## config.mk

```make
export PLATFORM = sky130hd
export DESIGN_NAME = tt_um_restoring_div_hhrb98
export DESIGN_NICKNAME = d
export VERILOG_FILES = /design/src/rtl/restoring_div_pkg.sv /design/src/rtl/div_step.sv /design/src/rtl/tt_um_restoring_div_hhrb98.sv
export SDC_FILE = /design/constraint.sdc
export NUM_CORES = 1
export LEC_CHECK = 0
export CAP_MARGIN = 20
export CORE_ASPECT_RATIO = 0.8
export CORE_MARGIN = 2
export CORE_UTILIZATION = 50
export CTS_BUF_LIST = sky130_fd_sc_hd__clkbuf_4
export DETAILED_ROUTE_END_ITERATION = 6
export PLACE_DENSITY = 0.81
export SYNTH_ARGS = -nofsm -noshare
export SYNTH_HDL_FRONTEND = slang
export SYNTH_SLANG_ARGS = --single-unit
```

## constraint.sdc

```tcl
create_clock -name clk -period 3.6 [get_ports clk]
set_input_delay 0.9 -clock clk [delete_from_list [all_inputs] [get_ports clk]]
set_output_delay 0.9 -clock clk [all_outputs]
set_load 0.005 [all_outputs]
```

## src/rtl/restoring_div_pkg.sv

```systemverilog
// rtl/restoring_div_pkg.sv - shared types and constants for the restoring divider tile
package restoring_div_pkg;

   localparam int N_DIVIDEND = 8;
   localparam int N_DIVISOR  = 4;

   typedef enum logic [1:0] {
      IDLE = 2'd0,
      BUSY = 2'd1,
      DONE = 2'd2
   } state_t;

   localparam logic [7:0] UIO_OE_IDLE   = 8'b0000_1110;
   localparam logic [7:0] UIO_OE_DONE   = 8'b1111_1110;
   localparam logic [7:0] DIV0_QUOTIENT = 8'hFF;
   localparam logic [7:0] OVF_QUOTIENT  = 8'h7F;
   localparam logic [2:0] LAST_ITER     = 3'd7;

endpackage

```

## src/rtl/div_step.sv

```systemverilog
// rtl/div_step.sv - one combinational restoring-division iteration
module div_step
   import restoring_div_pkg::*;
(
   input  logic [N_DIVISOR-1:0] rem_in,
   input  logic                 dvd_msb,
   input  logic [N_DIVISOR-1:0] divisor,
   output logic [N_DIVISOR-1:0] rem_out,
   output logic                 q_bit
);

   // rem_in < divisor always, so the shifted partial remainder fits in 5 bits
   // and the restored difference fits back into 4 bits.
   logic [N_DIVISOR:0] r5;
   logic [N_DIVISOR:0] diff;

   // trial subtract; keep the difference only when it does not go negative
   always_comb begin
      r5      = {rem_in, dvd_msb};
      diff    = r5 - {1'b0, divisor};
      q_bit   = (r5 >= {1'b0, divisor});
      rem_out = q_bit ? diff[N_DIVISOR-1:0] : r5[N_DIVISOR-1:0];
   end

endmodule

```

## src/rtl/tt_um_restoring_div_hhrb98.sv

```systemverilog
// rtl/tt_um_restoring_div_hhrb98.sv - 8/4 radix-2 restoring divider tile; DIV_SIGNED_EN selects signed operands
module tt_um_restoring_div_hhrb98
   import restoring_div_pkg::*;
(
   input  logic       clk,
   input  logic       rst_n,
   input  logic       ena,
   input  logic [7:0] ui_in,
   input  logic [7:0] uio_in,
   output logic [7:0] uo_out,
   output logic [7:0] uio_out,
   output logic [7:0] uio_oe
);

   state_t     state;
   state_t     state_next;
   logic [7:0] dvd;
   logic [7:0] quo;
   logic [3:0] rem;
   logic [3:0] dsr;
   logic [2:0] iter;
   logic       err;

   logic       start;
   logic [3:0] divisor_in;
   logic       capture;
   logic       step;
   logic       busy;
   logic       done;
   logic [3:0] step_rem;
   logic       step_q;

   logic [7:0] mag_dvd;
   logic [3:0] mag_dsr;
   logic       div_zero;
   logic       ovf;

   assign start      = uio_in[0];
   assign divisor_in = uio_in[7:4];
   assign div_zero   = (divisor_in == 4'd0);

   // uio_in[3:1] carry nothing for this tile
   logic unused_uio;
   assign unused_uio = &{1'b0, uio_in[3:1]};

`ifdef DIV_SIGNED_EN
   logic fixup;
   logic fix_pending;
   logic neg_q;
   logic neg_r;

   // operand magnitudes feed the same unsigned core; -128/-1 cannot be represented
   always_comb begin
      mag_dvd = ui_in[7] ? (~ui_in + 8'd1) : ui_in;
      mag_dsr = divisor_in[3] ? (~divisor_in + 4'd1) : divisor_in;
      ovf     = (ui_in == 8'h80) && (divisor_in == 4'hF);
   end
`else
   assign mag_dvd = ui_in;
   assign mag_dsr = divisor_in;
   assign ovf     = 1'b0;
`endif

   div_step u_step (
      .rem_in  (rem),
      .dvd_msb (dvd[7]),
      .divisor (dsr),
      .rem_out (step_rem),
      .q_bit   (step_q)
   );

   // state register
   always_ff @(posedge clk) begin
      if (!rst_n) state <= IDLE;
      else        state <= state_next;
   end

   // next state, datapath strobes and pin muxing; ena low freezes everything
   always_comb begin
      state_next = state;
      capture    = 1'b0;
      step       = 1'b0;
`ifdef DIV_SIGNED_EN
      fixup      = 1'b0;
`endif
      if (ena) begin
         case (state)
            IDLE: begin
               if (start) begin
                  capture    = 1'b1;
                  state_next = (div_zero || ovf) ? DONE : BUSY;
               end
            end
            BUSY: begin
`ifdef DIV_SIGNED_EN
               if (fix_pending) begin
                  fixup      = 1'b1;
                  state_next = DONE;
               end else begin
                  step = 1'b1;
               end
`else
               step = 1'b1;
               if (iter == LAST_ITER) state_next = DONE;
`endif
            end
            DONE: begin
               if (!start) state_next = IDLE;
            end
            default: state_next = IDLE;
         endcase
      end

      busy    = (state == BUSY);
      done    = (state == DONE);
      uo_out  = done ? quo : 8'd0;
      uio_out = {(done ? rem : 4'd0), err, done, busy, 1'b0};
      uio_oe  = done ? UIO_OE_DONE : UIO_OE_IDLE;
   end

   // operand capture, one quotient bit per BUSY cycle, optional sign fix-up
   always_ff @(posedge clk) begin
      if (!rst_n) begin
         dvd  <= 8'd0;
         quo  <= 8'd0;
         rem  <= 4'd0;
         dsr  <= 4'd0;
         iter <= 3'd0;
         err  <= 1'b0;
`ifdef DIV_SIGNED_EN
         fix_pending <= 1'b0;
         neg_q       <= 1'b0;
         neg_r       <= 1'b0;
`endif
      end else if (capture) begin
         dvd  <= mag_dvd;
         dsr  <= mag_dsr;
         iter <= 3'd0;
`ifdef DIV_SIGNED_EN
         fix_pending <= 1'b0;
         neg_q       <= ui_in[7] ^ divisor_in[3];
         neg_r       <= ui_in[7];
`endif
         if (div_zero) begin
            quo <= DIV0_QUOTIENT;
            rem <= ui_in[3:0];
            err <= 1'b1;
         end else if (ovf) begin
            quo <= OVF_QUOTIENT;
            rem <= 4'd0;
            err <= 1'b1;
         end else begin
            quo <= 8'd0;
            rem <= 4'd0;
            err <= 1'b0;
         end
      end else if (step) begin
         rem  <= step_rem;
         dvd  <= {dvd[6:0], 1'b0};
         quo  <= {quo[6:0], step_q};
         iter <= iter + 3'd1;
`ifdef DIV_SIGNED_EN
         if (iter == LAST_ITER) fix_pending <= 1'b1;
      end else if (fixup) begin
         fix_pending <= 1'b0;
         if (neg_q) quo <= ~quo + 8'd1;
         if (neg_r) rem <= ~rem + 4'd1;
`endif
      end
   end

endmodule

```

==> impl_metrics.tcl <==
set metrics [dict create \
    worst_pin_slew_ns 0.5741 \
    ant_nets 0 \
    synth-seq-cells 30 \
    cp-end-kind "output pin" \
    hold_violations 0 \
    holdWs_ns 0.4624 \
    startpoint_type "register" \
    synthArstFlopShare 0 \
    postCtsSetupBuffers 0 \
    final_max_slew_viol_count 0 \
    cts_tree "done" \
    max_slew_margin 0.6161 \
    clkTransAtPathRegs_ns 0.09 \
    cts_buffers 5 \
    via_per_inst 5.505 \
    outcome "finished clean" \
    hp-class "reg -> reg" \
    tns_ns 0 \
    rsz0062_at_grt "no" \
    cp.arrival_ns 1.83 \
    first_global_vias 1270 \
    cp_top_family "buffers and inverters" \
    worstSetupPathType "reg -> out" \
    cts-resized-gates 0 \
    worstRegToRegCells 5 \
    register_area_um2 600.6 \
    finalPower_mw 0.7223 \
    dpl_worst_slack_ns 0.9006 \
    setup_viol 0 \
    n_antenna_cell 0 \
    fin_crit_sh 0.7570 \
    period_minus_slack_ns 2.725 \
    p_leak_nw 0.7767 \
    crit_chain "nor2b_1, buf_4, and2_1, clkdlybuf4s50_1" \
    internal-power_mw 0.5046 \
    dp_cells 269 \
    drc 0 \
    grt_max_degree 18 \
    worst_path_max_delay_cell "clkdlybuf4s50_1" \
    setup_ws_ns 0.8748 \
    crit_cells 4 \
    peakVddDrop_v 0.0002390 \
    yosysUniqueCellTypes 43 \
    drtIter0Drc 99 \
    syn_area_mm2 0.001699 \
    p_sw_frac 0.3014 \
    cp_num_buf_inv 2 \
    cts_root_buf "clkbuf_4" \
    cp_slowest_stage_delay_ns 0.50 \
    holdPathStages 2 \
    dieHeight_um 56.14 \
    grt_pass1_wl_mm 6.078 \
    fin_cells 277 \
    ios 43 \
    fillerInstances 287 \
    drt_first_pass_iters 4 \
    grt_overflow 0 \
    gp_congestion 0.8474 \
    multi_input_area_um2 947.2 \
    final_nets 262 \
    io_buffers 34 \
    die_x_um 69.18 \
    postSynthCellCount 209 \
    cap_viol_max_count 0 \
    yosysWarnings 0 \
    antenna_found_initial 0 \
    cts_hold_buf 0 \
    p_sw_mw 0.2177 \
    crit_fanout 17 \
    clock_power_share 0.275 \
    insertion_delay_ns 0.34 \
    wirelength_mm 3.569 \
    wl_per_cell_um 12.88 \
    start_util 0.5351 \
    ctsHtreeMaxLevel 2 \
    synthFlopType "dfxtp_1" \
    place_hpwl_mm 2.676 \
    cts_num_sinks 30 \
    dr_total_vias 1525 \
    drive_gt1_frac 0.06751 \
    num_rows 18 \
    seqPwrFrac 0.511 \
    coreArea_mm2 0.003176 \
    worstPathRequired_ns 2.70 \
    area_growth_pct 20.77 \
    syn_avg_cell_area_um2 8.130 \
    grt_usage 0.1975 \
    fmax_mhz 366.9 \
    synth_edf_count 0 \
    yosysSeqAreaShare 0.3535 \
    clock_path_buffers 2 \
    power_density_mw_per_mm2 352.0 \
    clock_skew_ns 0.01004 \
    combPwrFrac 0.214 \
    die_area_mm2 0.003883 \
]
power groups by stage:
| stage | combinational (mW) | clock [mW] | sequential (mW) |
|---|---|---|---|
| after floorplan | 0.113 | 0 | 0.372 |
| after global placement | 0.151 | 0 | 0.376 |
| after detailed placement | 0.154 | 0 | 0.376 |
| after CTS | 0.154 | 0.203 | 0.368 |
| after global routing | 0.173 | 0.215 | 0.372 |
| final | 0.155 | 0.199 | 0.369 |
layout make-up:
cell class                 instances  area share
multi-input combinational        154      0.4616
sequential                        30      0.2927
timing repair buffer              39      0.1841
tap                               40     0.02439
clock buffer                       6     0.02195
inverter                           6     0.01098
clock inverter                     2    0.004268
metrics by stage:
stage / utilization / area [um2]
floorplan: - / 1710
global placement: 0.6292 / 1998
detailed placement: 0.6292 / 1998
CTS: 0.6462 / 2052
global route: 0.6462 / 2052
finish: 0.6462 / 2052
kinds of logic (layout without fill, tap and decap cells):
kind of cell,count (synthesis),in the layout,share of synthesized area
xor+xnor,2,2,0.01031
buf+inv,28,53,0.09573
flops,30,30,0.3535
fa+ha+maj,7,7,0.05596
other cells,2,5,0.004420
simple gates,85,85,0.2541
compound gates,55,55,0.2261
cell usage in the layout (no fill, tap or decap), types with 4 or more instances in the layout:
cell,netlist,final
a21boi_0,8,8
a22oi_1,6,6
clkdlybuf4s50_1,0,34
and2_1,13,13
a21oi_1,7,7
nor2b_1,6,6
nor2_1,5,5
clkbuf_4,0,6
a31oi_1,7,7
conb_1,2,5
o21ai_0,9,9
or3_1,4,4
dfxtp_1,30,30
ha_1,6,6
nand2_1,42,42
buf_4,12,5
inv_1,6,6
tightest hold or removal path, cell delays in order (launching register included):
cell     delay (ns)
dfxtp_1        0.32
nand2_1        0.05
a21oi_1        0.05
per-layer routing:
| layer | track usage | up-vias | part of all wire |
|---|---|---|---|
| met1 | 0.2769 | 692 | 0.48 |
| li1 | - | 764 | - |
| met4 | 0.09244 | 0 | 0.019 |
| met3 | 0.05435 | 8 | 0.077 |
| met5 | 0 | - | 0 |
| met2 | 0.2788 | 61 | 0.43 |
state kept, by name, indices dropped and copies added (netlist names):
register,count
iter,3
rem,4
quo,8
state,2
dsr,4
dvd,8
err,1
Yosys cell counts, types with 3 or more instances:
cell type	number	area share
buf_2	4	0.012
o21ai_0	9	0.027
clkbuf_1	5	0.011
a31oi_1	7	0.026
and2_1	13	0.048
nor2_1	5	0.011
buf_4	12	0.053
a22oi_1	6	0.027
a21oi_1	7	0.021
a21boi_0	8	0.035
inv_1	6	0.013
dfxtp_1	30	0.35
o211a_1	3	0.018
nor2b_1	6	0.022
ha_1	6	0.044
nand3_1	3	0.0088
nand2_1	42	0.093
or3_1	4	0.015
final timing paths:
path,start,to,slack [ns]
worst max-delay path,state[1]$_SDFFE_PN0P_,uo_out[2],0.87
worst min-delay path,iter[1]$_SDFFE_PP0P_,iter[1]$_SDFFE_PP0P_,0.46
worst max register to register,rem[1]$_SDFFE_PN0P_,rem[1]$_SDFFE_PN0P_,1.81
worst min register to register,iter[1]$_SDFFE_PP0P_,iter[1]$_SDFFE_PP0P_,0.46
(Power assumes the default switching activity.)
